===== src/rtl/fft_input_loader_pkg.sv =====
// fft_input_loader_pkg: widths, frame length and loader state encoding shared by the loader files
package fft_input_loader_pkg;
    localparam int D_BIT   = 16;
    localparam int A_BIT   = 9;
    localparam int N_POINT = 2048;
    localparam int IDX_W   = A_BIT + 2;
    typedef enum logic [1:0] {ST_LOAD, ST_FLUSH, ST_START, ST_BUSY} state_t;
endpackage


===== src/rtl/fft_loader_bank_dec.sv =====
// fft_loader_bank_dec: 2-bit bank select plus write strobe to one-hot bank write enables
module fft_loader_bank_dec (
    input  logic [1:0] bank_i,
    input  logic       we_i,
    output logic [3:0] we_o
);
    assign we_o = we_i ? 4'b0001 << bank_i : 4'b0000;
endmodule


===== src/rtl/fft_input_loader.sv =====
// fft_input_loader: streams one real frame into the four RAM_A banks, then starts fft_top and waits.
// Optional FFT_LOADER_DROP_CNT_EN: always ready, samples offered outside LOAD are dropped and counted.
module fft_input_loader
    import fft_input_loader_pkg::*;
(
    input  logic             iCLK,
    input  logic             iRESET,
    input  logic             iCLR,
    input  logic [D_BIT-1:0] iSAMPLE,
    input  logic             iVALID,
    output logic             oREADY,
    input  logic             iFFT_RDY,
    output logic [D_BIT-1:0] oDATA,
    output logic [A_BIT-1:0] oADDR_WR_0,
    output logic [A_BIT-1:0] oADDR_WR_1,
    output logic [A_BIT-1:0] oADDR_WR_2,
    output logic [A_BIT-1:0] oADDR_WR_3,
    output logic             oWE_0,
    output logic             oWE_1,
    output logic             oWE_2,
    output logic             oWE_3,
    output logic             oSTART,
    output logic             oBUSY
`ifdef FFT_LOADER_DROP_CNT_EN
    ,
    output logic [15:0]      oDROP_CNT
`endif
);
    if (N_POINT != 4 * 2**A_BIT) begin : g_len_chk
        $error("N_POINT must equal 4*2**A_BIT");
    end

    state_t           state_q, state_d;
    logic [IDX_W-1:0] idx_q, idx_d;
    logic             arm_q, we_q, start_q;
    logic [1:0]       bank_q;
    logic [A_BIT-1:0] addr_q;
    logic [D_BIT-1:0] data_q;
    logic [3:0]       we_vec;
    logic             in_load, hs;

    assign in_load = state_q == ST_LOAD;
    assign hs      = iVALID && in_load && !iCLR;
    assign oBUSY   = state_q == ST_BUSY;
`ifdef FFT_LOADER_DROP_CNT_EN
    assign oREADY  = 1'b1;
`else
    assign oREADY  = in_load;
`endif

    // Next state and index: the last sample wraps idx to 0; iCLR overrides everything.
    always_comb begin
        state_d = state_q;
        idx_d   = idx_q;
        case (state_q)
            ST_LOAD: begin
                idx_d   = hs ? idx_q + 1'b1 : idx_q;
                state_d = hs && idx_q == IDX_W'(N_POINT - 1) ? ST_FLUSH : ST_LOAD;
            end
            ST_FLUSH: state_d = ST_START;
            ST_START: state_d = ST_BUSY;
            default: begin
                state_d = arm_q && iFFT_RDY ? ST_LOAD : ST_BUSY;
                idx_d   = '0;
            end
        endcase
        if (iCLR) begin
            state_d = ST_LOAD;
            idx_d   = '0;
        end
    end

    // State, registered write port and start pulse; arm_q masks the stale done in the first BUSY cycle.
    always_ff @(posedge iCLK or posedge iRESET) begin
        if (iRESET) begin
            state_q <= ST_LOAD;
            idx_q   <= '0;
            arm_q   <= 1'b0;
            we_q    <= 1'b0;
            start_q <= 1'b0;
            bank_q  <= '0;
            addr_q  <= '0;
            data_q  <= '0;
        end else begin
            state_q <= state_d;
            idx_q   <= idx_d;
            arm_q   <= state_q == ST_BUSY;
            we_q    <= hs;
            start_q <= state_q == ST_START && !iCLR;
            if (hs) begin
                bank_q <= idx_q[IDX_W-1:A_BIT];
                addr_q <= idx_q[A_BIT-1:0];
                data_q <= iSAMPLE;
            end
        end
    end

`ifdef FFT_LOADER_DROP_CNT_EN
    logic [15:0] drop_q;

    // Saturating count of samples offered while the frame buffer is not accepting.
    always_ff @(posedge iCLK or posedge iRESET) begin
        if (iRESET) drop_q <= '0;
        else if (iCLR) drop_q <= '0;
        else if (iVALID && !in_load && drop_q != 16'hFFFF) drop_q <= drop_q + 1'b1;
    end

    assign oDROP_CNT = drop_q;
`endif

    fft_loader_bank_dec u_bank_dec (
        .bank_i (bank_q),
        .we_i   (we_q),
        .we_o   (we_vec)
    );

    assign {oWE_3, oWE_2, oWE_1, oWE_0} = we_vec;
    assign oADDR_WR_0 = addr_q;
    assign oADDR_WR_1 = addr_q;
    assign oADDR_WR_2 = addr_q;
    assign oADDR_WR_3 = addr_q;
    assign oDATA      = data_q;
    assign oSTART     = start_q;
endmodule

===== config.mk =====
export PLATFORM = sky130hd
export DESIGN_NAME = fft_input_loader
export DESIGN_NICKNAME = d
export VERILOG_FILES = /design/src/rtl/fft_input_loader_pkg.sv /design/src/rtl/fft_loader_bank_dec.sv /design/src/rtl/fft_input_loader.sv
export SDC_FILE = /design/constraint.sdc
export NUM_CORES = 1
export LEC_CHECK = 0
export CAP_MARGIN = 40
export CORE_MARGIN = 2
export CORE_UTILIZATION = 30
export CTS_CLUSTER_DIAMETER = 40
export DETAILED_ROUTE_END_ITERATION = 8
export GPL_TIMING_DRIVEN = 0
export HOLD_SLACK_MARGIN = 0.03
export MAX_ROUTING_LAYER = met4
export SLEW_MARGIN = 20
export SYNTH_ARGS = -nofsm -noshare
export SYNTH_HDL_FRONTEND = slang
export SYNTH_SLANG_ARGS = --single-unit

===== constraint.sdc =====
create_clock -name iCLK -period 1.8 [get_ports iCLK]
set_clock_uncertainty 0.15 [all_clocks]
set_input_delay 0.36 -clock iCLK [delete_from_list [all_inputs] [get_ports iCLK]]
set_output_delay 0.36 -clock iCLK [all_outputs]
set_load 0.02 [all_outputs]

* After elaboration in Yosys (flattened, before gate mapping)
Cells that the tools add are included.
** Operators by class
- $add $sub $neg :: 1
- Equal/unequal tests :: 6
- Shift-type cells :: 1
- Reduce and logical (&&, ||, !) cells :: 9
- Mux-type cells :: 8
** Operators with widths (count)
- $mux 11 :: 2
- $pmux 11 s2 :: 1
- $add 11x1->11 const B :: 1
- $eq 11x11->1 const B :: 1
- $pmux 2 s3 :: 1
- $logic_and 1x1->1 :: 5
- $eq 2x2->1 const B :: 2
- $mux 2 :: 2
- $mux 4 :: 1
- $shl 1x2->4 const A :: 1
- $ne 3x2->1 const B :: 1
- $eq 2x1->1 const B :: 1
- $logic_not 2->1 :: 1
- $ne 2x1->1 const B :: 1
- $reduce_and 2->1 :: 1
- $reduce_or 2->1 :: 1
- $logic_not 1->1 :: 1
- $mux 1 :: 1
** Word-level totals
- Output and inout bits :: 59
- Register bits :: 43
- Logic and storage cells :: 33

* Logic depth before layout (Yosys ltp)
- Depth in word-level cells :: 7
- Depth in mapped cells :: 8

* Cells and area by module
A second synthesis with hierarchy kept.
** Second synthesis, totals
- Cells, all modules :: 209
- Area total of the unflattened synthesis :: 2089.5 sq um
** Modules (own cells, without submodules)
- fft_input_loader :: area an instance 2052.0 sq um, cells an instance 205, times used 1, seq. area each 1076.0 sq um
- fft_loader_bank_dec :: area an instance 37.5 sq um, cells an instance 4, times used 1, seq. area each 0.0 sq um

* Least setup slack after synthesis
Ideal clock, no wire load.
- Path kind :: flip-flop to flip-flop
- Start point :: register state_q[0]
- End point :: register idx_q[2]
- Data required time :: 1.504 ns
- Cell stages (with the launch flop) :: 8
- Slack :: -0.070 ns
- Data arrival time :: 1.574 ns
- Setup time :: 0.146 ns
- Path through :: dfrtp_1 -> inv_1 -> ha_1 -> nand2b_1 -> a21oi_1 -> buf_2 -> or3_2 -> a21oi_1
** Between the ends
- Word-level cells in the longest chain between the ends :: 5
** RTL lines
- start: declaration :: line fft_input_loader.sv:33 : state_t state_q, state_d;
- start signal: assignment :: line fft_input_loader.sv:85 : state_q <= state_d;
- $logic_not 2->1 (*) :: line fft_input_loader.sv:42 : assign in_load = state_q == ST_LOAD;
- via oREADY :: line fft_input_loader.sv:11 : output logic oREADY,
- $logic_and 1x1->1 (2 in series) :: line fft_input_loader.sv:43 : assign hs = iVALID && in_load && !iCLR;
- $ne 3x2->1 (no line)
- $reduce_and 2->1 (no line)
- end signal: assignment :: line fft_input_loader.sv:86 : idx_q <= idx_d;
- end: declaration :: line fft_input_loader.sv:34 : logic [IDX_W-1:0] idx_q, idx_d;
Mark *: on every way through the listed nets, which the timed path passes. The rest lies on a longest branch.
A chain may end at the register's enable or synchronous reset.

* Worst setup path after layout
- Start point :: register state_q[1]
- End point :: register idx_q[5]
** Between the ends
- Word-level cells in the longest chain between the ends :: 5
** RTL lines (line)
- $logic_not 2->1 :: fft_input_loader.sv:42, fft_input_loader.sv:55
- $logic_and 1x1->1 (2 in series) :: fft_input_loader.sv:43
- $ne 3x2->1 (no line)
- $reduce_and 2->1 (no line)
Several ways; a longest one is shown, not always the timed one.

==> impl_metrics.env <==
export IMPL_finalMaxSlewViolations=0
export IMPL_rsz0062_at_grt="yes"
export IMPL_clk_path_buf_depth=2
export IMPL_worstSetupEndpointType="flip-flop"
export IMPL_cts_hold_buffers=0
export IMPL_cp_arrival_ns=1.83
export IMPL_synth_seq_cells=43
export IMPL_synth_largest_area_cell="dfrtp_1"
export IMPL_min_path_type="in2async"
export IMPL_power_net_switching_uw=565
export IMPL_antenna_found_initial=0
export IMPL_portBuffers=79
export IMPL_drt_first_pass_iters=4
export IMPL_first_iter_violations=51
export IMPL_p_leak_uw=0.00185
export IMPL_drive_above_1_share=0.215
export IMPL_grt_pass1_wl_um=7380
export IMPL_std_cell_rows=30
export IMPL_startpoint_type="flip-flop"
export IMPL_dieArea_um2=7530
export IMPL_start_util=0.306
export IMPL_yosys_warnings=0
export IMPL_relSlewSlack=0.696
export IMPL_dp_slack_ns=-0.421
export IMPL_place_congestion=0.746
export IMPL_syn_nets=251
export IMPL_drc=0
export IMPL_antenna_cells=0
export IMPL_synthTopCellsByArea="dfrtp_1 52%, nand2_1 16%, buf_4 9.9%, a21oi_1 2.7%, ha_1 2.4%"
export IMPL_die_y_um=86.8
export IMPL_dpl_hpwl_um=3270
export IMPL_power_frac_comb=0.173
export IMPL_io_pins=80
export IMPL_syn_avg_cell_area_um2=9.09
export IMPL_async_flop_share=1.00
export IMPL_grt_start_max_net_pins=28
export IMPL_fin_area_um2=3220
export IMPL_crit_fanout=5
export IMPL_synthTopCellsByCount="85 x nand2_1, 43 x dfrtp_1, 27 x buf_4, 11 x a21oi_1, 6 x inv_1"
export IMPL_fin_crit_sh=0.985
export IMPL_drv_cap=0
export IMPL_p_clk_frac=0.375
export IMPL_h_tree_depth=2
export IMPL_yosysMostFrequentCell="nand2_1"
export IMPL_clk_pin_slew_ns=0.08
export IMPL_wl_per_cell_um=11.4
export IMPL_cts_buffers=5
export IMPL_postSynthCellCount=226
export IMPL_clock_latency_ns=0.29
export IMPL_synthToLayoutAreaGrowth_pct=56.6
export IMPL_antenna_left=0
export IMPL_ys_seq_area_frac=0.524
export IMPL_seqPwrFrac=0.451
export IMPL_status="finished, final reports clean"
export IMPL_overflow=0
export IMPL_power_internal_uw=1770
export IMPL_fmax_ghz=0.564
export IMPL_hold_violations=0
export IMPL_ys_flop_type="dfrtp_1"
export IMPL_layout_setup_ws_ns=0.0268
export IMPL_p_total_uw=2330
export IMPL_drt_total_wl_um=4590
export IMPL_synth_top_area_share=0.524
export IMPL_whs_ns=0.213
export IMPL_cts_root_buf="clkbuf_8"
export IMPL_setup_viol=0
export IMPL_grt_pass1_vias=1624
export IMPL_required_ns=1.86
export IMPL_dpl_cell_area_um2=2970
export IMPL_synth_edf_count=0
export IMPL_die_x_um=86.8
export IMPL_cts_tree="yes"
export IMPL_core_area_um2=6720
export IMPL_finalCoreUtilization=0.479
export IMPL_netlist_area_um2=2050
export IMPL_num_vias=1799
export IMPL_vdd_drop_max_v=0.000412
export IMPL_swShare=0.242
export IMPL_tightest_slew_ns=0.456
export IMPL_fillers=649
export IMPL_r2r_worst_path_cells=6
export IMPL_fin_crit_ns=1.77
export IMPL_layout_nets=345
export IMPL_cts_sinks=43
export IMPL_p_per_area_nw_per_um2=725
export IMPL_vias_per_cell=4.49
export IMPL_path_class="reg2reg"
export IMPL_track_usage=0.127
export IMPL_ys_types=34
## per-layer routing
metal / routed length, um / part of all wire / track usage / vias up
met5: 0 / 0 / - / -
met4: 37 / 0.0081 / 0.0384 / 0
met3: 202 / 0.044 / 0.0295 / 4
met2: 2280 / 0.50 / 0.212 / 44
met1: 2070 / 0.45 / 0.154 / 854
li1: - / - / - / 897
## what timing repair did
item                                    in CTS  in global routing
endpoints found under the setup margin      73                 41
buffers inserted                             2                  4
pin swaps                                    0                  5
gates cloned                                 0                  1
gates resized for setup                     62                 26
## cells in the final DEF (no fill, tap or decap), drive strengths merged, types with 2 or more instances in the layout
master,count
a21oi,12
and3,2
buf,38
bufinv,2
clkbuf,10
clkdlybuf4s15,2
clkdlybuf4s50,24
dfrtp,43
dlygate4sd2,38
dlymetal6s2s,13
ha,4
inv,7
nand2,85
nand2b,2
nand3,4
nor2,4
nor3,2
o21ai,5
o31ai,5
or3,4
or4,5
## power groups by stage
stage,clock [uW],combinational [uW],sequential [uW]
after global placement,0,404,1070
after CTS,902,406,1060
after detailed placement,0,411,1070
after floorplan,0,133,1130
after global routing,952,439,1060
final,876,404,1050
## sequential cells by signal (all words and copies together), names as in the netlist
register / cells
oADDR_WR_0: 9
oDATA: 16
state_q: 2
oSTART: 1
idx_q: 11
bank_q: 2
arm_q: 1
we_q: 1
## final cells by class
class | instances | area (um2) | area share
sequential | 43 | 1080 | 0.334
timing repair buffer | 86 | 831 | 0.258
multi-input combinational | 144 | 791 | 0.246
buffer | 33 | 253 | 0.0786
tap | 80 | 100 | 0.0311
clock buffer | 6 | 72.6 | 0.0226
clock inverter | 2 | 60.1 | 0.0187
inverter | 7 | 33.8 | 0.0105
## kinds of logic (layout without fill, tap and decap cells)
logic type / after synthesis / in the layout / share of synthesized area
AO/OA/AOI/OAI: 26 / 27 / 0.0755
flip-flops: 43 / 43 / 0.524
buffers and inverters: 40 / 134 / 0.124
AND/OR/NAND/NOR: 113 / 113 / 0.253
adder cells (fa/ha/maj): 4 / 4 / 0.0244
## worst max-delay path: stages, from the launching register on
cell and delay (ns):
dfrtp_1 0.38, inv_1 0.09, ha_4 0.23, inv_4 0.08
a21oi_4 0.08, or4_1 0.53, a21oi_1 0.15
## final timing paths
path                              end  slack [ns]       start
setup / recovery             idx_q[5]        0.03  state_q[1]
hold / removal               oDATA[7]        0.21      iRESET
setup reg to reg             idx_q[5]        0.03  state_q[1]
hold reg to reg              oDATA[3]        0.32    oDATA[3]
max in group asynchronous  state_q[0]        0.81      iRESET
min in group iCLK            oDATA[3]        0.32    oDATA[3]
## through the flow
stage          setup TNS, ns  instances
5_1_grt               -0.274        401
6_report                   0        401
3_3_place_gp          -41.44        385
2_1_floorplan       -0.00242        226
4_1_cts                    0        396
3_5_place_dp          -11.16        386
(Power assumes the default switching activity.)
